--- config.mk ---
export PLATFORM = sky130hd
export DESIGN_NAME = sa_compute_sequencer
export DESIGN_NICKNAME = d
export VERILOG_FILES = /design/src/rtl/sa_compute_sequencer.sv
export SDC_FILE = /design/constraint.sdc
export NUM_CORES = 1
export LEC_CHECK = 0
export BUFFER_PORTS_ARGS = -buffer_cell sky130_fd_sc_hd__buf_4
export CAP_MARGIN = 10
export CELL_PAD_IN_SITES_DETAIL_PLACEMENT = 1
export CELL_PAD_IN_SITES_GLOBAL_PLACEMENT = 1
export CORE_MARGIN = 1
export CORE_UTILIZATION = 35
export DETAILED_ROUTE_END_ITERATION = 7
export GPL_ROUTABILITY_DRIVEN = 0
export PLACE_DENSITY_LB_ADDON = 0.1
export REMOVE_ABC_BUFFERS = 1
export SYNTH_ARGS = -nofsm -noshare
export SYNTH_HDL_FRONTEND = slang
export SYNTH_SLANG_ARGS = --single-unit
export TNS_END_PERCENT = 30
--- constraint.sdc ---
create_clock -name clk -period 1.5 [get_ports clk]
set_input_delay 0.225 -clock clk [delete_from_list [all_inputs] [get_ports clk]]
set_output_delay 0.225 -clock clk [all_outputs]
set_load 0.02 [all_outputs]
--- src/rtl/sa_compute_sequencer.sv ---
// Sequences one matrix-multiply job on the systolic array: optional accumulator clear,
// K operand-slice reads, per-lane skew onto the west/north edges, drain, then done handshake.
module sa_compute_sequencer #(
  parameter int ARRAY_N = 4,
  parameter int DATA_W  = 8,
  parameter int K_MAX   = 8,
  parameter int ADDR_W  = 3
) (
  input  logic                      clk,
  input  logic                      rst,
  input  logic                      start_compute,
  input  logic [4:0]                instruction_i,
  output logic                      rd_en,
  output logic [ADDR_W-1:0]         rd_addr,
  input  logic [ARRAY_N*DATA_W-1:0] a_rd_data,
  input  logic [ARRAY_N*DATA_W-1:0] b_rd_data,
  output logic [ARRAY_N*DATA_W-1:0] west_o,
  output logic [ARRAY_N*DATA_W-1:0] north_o,
  output logic [ARRAY_N-1:0]        west_valid_o,
  output logic [ARRAY_N-1:0]        north_valid_o,
  output logic                      pe_clear,
  output logic                      busy,
  output logic                      systolic_array_done
);

  localparam int DRAIN_CYC = 2 * ARRAY_N;
  localparam int CNT_MAX   = (K_MAX > DRAIN_CYC) ? K_MAX : DRAIN_CYC;
  localparam int CNT_W     = $clog2(CNT_MAX);

  typedef enum logic [2:0] {
    S_IDLE,
    S_CLEAR,
    S_FEED,
    S_DRAIN,
    S_DONE
  } state_t;

  state_t           state_q, state_d;
  logic [CNT_W-1:0] cnt_q, cnt_d;
  logic [2:0]       k_last_q, k_last_d;
  logic             done_q;
  logic             rd_valid_q;
  logic             abort;

  // Bit 4 of the descriptor carries no meaning for this block.
  logic unused_instr_bit;
  assign unused_instr_bit = instruction_i[4];

  always_ff @(posedge clk) begin
    if (rst) begin
      state_q  <= S_IDLE;
      cnt_q    <= '0;
      k_last_q <= '0;
      done_q   <= 1'b0;
    end else begin
      state_q  <= state_d;
      cnt_q    <= cnt_d;
      k_last_q <= k_last_d;
      done_q   <= (state_d == S_DONE);
    end
  end

  always_comb begin
    state_d  = state_q;
    cnt_d    = cnt_q;
    k_last_d = k_last_q;
    case (state_q)
      S_IDLE: begin
        if (start_compute) begin
          k_last_d = instruction_i[2:0];
          cnt_d    = '0;
          state_d  = instruction_i[3] ? S_FEED : S_CLEAR;
        end
      end
      S_CLEAR: begin
        cnt_d   = '0;
        state_d = start_compute ? S_FEED : S_IDLE;
      end
      S_FEED: begin
        if (!start_compute) begin
          state_d = S_IDLE;
        end else if (cnt_q == CNT_W'(k_last_q)) begin
          cnt_d   = '0;
          state_d = S_DRAIN;
        end else begin
          cnt_d = cnt_q + 1'b1;
        end
      end
      S_DRAIN: begin
        if (!start_compute) begin
          state_d = S_IDLE;
        end else if (cnt_q == CNT_W'(DRAIN_CYC - 1)) begin
          cnt_d   = '0;
          state_d = S_DONE;
        end else begin
          cnt_d = cnt_q + 1'b1;
        end
      end
      S_DONE: begin
        if (!start_compute) state_d = S_IDLE;
      end
      default: state_d = S_IDLE;
    endcase
  end

  assign busy                = (state_q == S_CLEAR) || (state_q == S_FEED) || (state_q == S_DRAIN);
  assign abort               = busy && !start_compute;
  assign pe_clear            = (state_q == S_CLEAR);
  assign rd_en               = (state_q == S_FEED) && start_compute;
  assign rd_addr             = rd_en ? ADDR_W'(cnt_q) : '0;
  assign systolic_array_done = done_q;

  // Buffer data lags rd_en by one cycle; this flag qualifies it at the skew input.
  always_ff @(posedge clk) begin
    if (rst || abort) rd_valid_q <= 1'b0;
    else              rd_valid_q <= rd_en;
  end

  // Lane gi of each edge sees gi extra register stages; invalid slots carry zeros.
  genvar gi;
  generate
    for (gi = 0; gi < ARRAY_N; gi++) begin : g_lane
      logic [DATA_W-1:0] a_in;
      logic [DATA_W-1:0] b_in;
      assign a_in = rd_valid_q ? a_rd_data[gi*DATA_W +: DATA_W] : '0;
      assign b_in = rd_valid_q ? b_rd_data[gi*DATA_W +: DATA_W] : '0;

      if (gi == 0) begin : g_direct
        assign west_o[gi*DATA_W +: DATA_W]  = a_in;
        assign north_o[gi*DATA_W +: DATA_W] = b_in;
        assign west_valid_o[gi]             = rd_valid_q;
        assign north_valid_o[gi]            = rd_valid_q;
      end else begin : g_delay
        logic [DATA_W-1:0] a_q [gi];
        logic [DATA_W-1:0] b_q [gi];
        logic              v_q [gi];

        always_ff @(posedge clk) begin
          if (rst || abort) begin
            for (int s = 0; s < gi; s++) begin
              a_q[s] <= '0;
              b_q[s] <= '0;
              v_q[s] <= 1'b0;
            end
          end else begin
            a_q[0] <= a_in;
            b_q[0] <= b_in;
            v_q[0] <= rd_valid_q;
            for (int s = 1; s < gi; s++) begin
              a_q[s] <= a_q[s-1];
              b_q[s] <= b_q[s-1];
              v_q[s] <= v_q[s-1];
            end
          end
        end

        assign west_o[gi*DATA_W +: DATA_W]  = a_q[gi-1];
        assign north_o[gi*DATA_W +: DATA_W] = b_q[gi-1];
        assign west_valid_o[gi]             = v_q[gi-1];
        assign north_valid_o[gi]            = v_q[gi-1];
      end
    end
  endgenerate

endmodule
==> results.md <==
* Measured slew at the worst slew-check pin at approximately 0.44 ns
* Proportion of synthesized area in mux cells at 1.411%
* Synth async-reset ratio at 0%
* Layout cells sized above 1 at 42.89%
* Cells after Synth at 328
* Main combinational cell family by area after synthesis: simple AND/OR/NAND/NOR gates
* DP Area at 0.004644 sq mm
* Hold WS at 0.08792 ns
* Post-route cell area at 0.004959 sq mm
* Vias in the first global route at 2630
* N_diodes at 0
* Family with the most delay on the worst path: simple AND/OR/NAND/NOR gates
* Area share of xor/xnor cells in the synthesized design at less than 1%
* Routed WL at approximately 7700 um
* Die H at 103.9 um
* Worst skew pair latency at roughly 0.36 ns
* Clock sink count at 110
* Most common cell after layout, fill and taps aside: buf_4
* Placed Cells at about 560
* Slew Limit Fails at 0
* CP peak stage delay at about 0.35 ns
* Hold buffer count at CTS at 0
* Crit. End Element: output pin
* CTS tree: done
* VDD IR max at 0.4070 mV
* Clock-pin slew on the worst setup and hold paths at ~0.1 ns
* Setup TNS at -0.3511 ns
* CTS Buf Count at 9
* P_leak at 0.002506 uW
* Drt drc at 0
* Post-Synth Simple-Gate Area at 24.10%
* # Max-Cap Violations at 0
* Finished Layout Cells at 583
* # IOs at 151
* Fmax achieved at 0.6276 GHz
* Drt initial violations at 53
* Endpoints failing setup at 4
* Post-synthesis compound-gate area fraction at 1.928%
* Number of synthesized flops with an enable pin at 0
* Critical path data required time at about 1.3 ns
* Pre-antenna DRT Iters at 4
* Final WS setup at -0.09342 ns
* Vias per inst at 4.372
* Die ar. at around 0.011 sq mm
* Pre-CTS setup slack at 0.01010 ns
* Yosys cell types at 27
* Synth warn at 0
* GR Overflow Total at 0
* Detail Route Antenna Nets at 0
* Critical path, cell by cell: nand3b_1 -> nor2_4 -> and2_4 -> buf_6
* Antenna violations before repair at 0
* Register area share after synthesis at 60.59%
* Syn-to-layout area delta at 36.42%
* Die Wd at between 100 and 150 um
* Startpoint Class: register
* I/O Buffers at between 100 and 150
* Crit Path Class: register to output pin
* Final hold vios at 0
* Tmin final at 1.593 ns
* Post-DP HPWL at 5701 um
* Status: complete, but fails checks
* Failing checks: negative setup slack
* Synth Cell Area at 0.003635 sq mm
* Total core area at just under 0.01 sq mm
* DR WL/cell at 13.13 um
* Clock buffer depth at 2
* Synth Area in Adders at 0.6885%
* Mean post-synth cell area at 11.08 sq um
* Cell Rows at 36
* Largest net degree at the start of global routing at 36
* Slowest cell on crit path: dfxtp_4
* Hold/Removal Path Class: input pin to register
* First-pass GRT wire length at 12320 um
* Worst relative slew slack at 70.20%
* Total Routing Usage GR at 14.62%
* Post-synth top flop: dfxtp_1
* Crit path DAT at 1.37 ns
* Cell Pwr Density at 1062 mW/mm^2
* Critical path peak fanout at 5
* Via count at approximately 2500
* WP buf/inv at 1
* Initial Utilization at approximately 37%
* Clock root cell: clkbuf_8
* Tcrit/Tclk final at 106.2%
* # H-tree levels at 3
* RSZ-0062 raised after global routing: yes
* Worst Clk Skew at 0.008785 ns
* Final nets at 519
* Synthesized flop and latch total at 110
* Most frequent cells in the layout: buf_4 (157), dfxtp_1 (106), and2_1 (66)
[final timing paths]
kind	startpoint	endpoint	slack, ns	cells past startpoint
setup / recovery	state_q[2]$_SDFF_PP0_	rd_addr[1]	-0.09	4
hold / removal	a_rd_data[9]	g_lane[1].g_delay.a_q[0][1]$_SDFF_PP0_	0.09	2
setup reg to reg	state_q[2]$_SDFF_PP0_	cnt_q[0]$_SDFFE_PP0P_	0.05	5
hold reg to reg	g_lane[2].g_delay.a_q[0][1]$_SDFF_PP0_	g_lane[2].g_delay.a_q[0][9]$_SDFF_PP0_	0.43	1
[Yosys cell counts, drive strengths merged (2+ instances only)]
cell type	number	area (sq um)
a22o	2	17.52
and2	70	437.9
ha	2	25.02
clkbuf	16	65.06
nor3	7	40.04
nor2	9	51.30
and3	49	306.5
a21oi	2	21.27
dfxtp	110	2202
nand2b	2	12.51
buf	41	311.6
mux2i	4	40.04
nor4	2	12.51
inv	2	7.510
nand2	2	7.510
xor2	3	26.28
[registers in the layout, summed over array words and instances, names as in the netlist]
signal,cells
g_lane.g_delay.a_q,48
g_lane.g_delay.b_q,48
cnt_q,3
g_lane.g_delay.v_q,3
k_last_q,3
state_q,3
rd_valid_q,1
systolic_array_done,1
[logic make-up (layout without fill, tap and decap cells)]
| group | count (synthesis) | after routing |
|---|---|---|
| buffers and inverters | 59 | 181 |
| flip-flops | 110 | 110 |
| adder cells (fa/ha/maj) | 2 | 2 |
| AO/OA/AOI/OAI | 7 | 7 |
| XOR/XNOR | 3 | 3 |
| AND/OR/NAND/NOR | 142 | 142 |
| multiplexers | 5 | 5 |
[final cells by class]
type / count / area (sq um)
fill: 1099 / 4951
sequential: 110 / 2212
timing repair buffer: 163 / 1264
multi-input combinational: 159 / 1086
tap: 133 / 166.4
clock buffer: 12 / 145.1
clock inverter: 4 / 77.57
inverter: 2 / 7.507
[power by group]
part / total, uW / switching, uW / internal, uW
clock: 1940 / 946 / 998
sequential: 2960 / 20.5 / 2940
combinational: 364 / 160 / 204
[metal layers]
metal,global-route usage [%],part of all wire (%)
met5,0,0
met2,24.62,48
met1,16.39,41
met4,6.735,1.9
met3,5.451,8.9
[stage by stage]
| stage | utilization (%) | power (uW) |
|---|---|---|
| after global routing | 50.04 | 5528 |
| final | 50.04 | 5267 |
| after floorplan | - | 3142 |
| after global placement | 46.87 | 3379 |
| after detailed placement | 46.87 | 3388 |
| after CTS | 49.73 | 5340 |
[timing repair]
action                                  in CTS  in global routing
gates resized for setup                     13                  4
pin swaps                                    4                  2
cloned                                       0                  0
buffers inserted                             3                  1
endpoints found under the setup margin      22                 13
No activity file was read; power rests on OpenSTA's default activity.
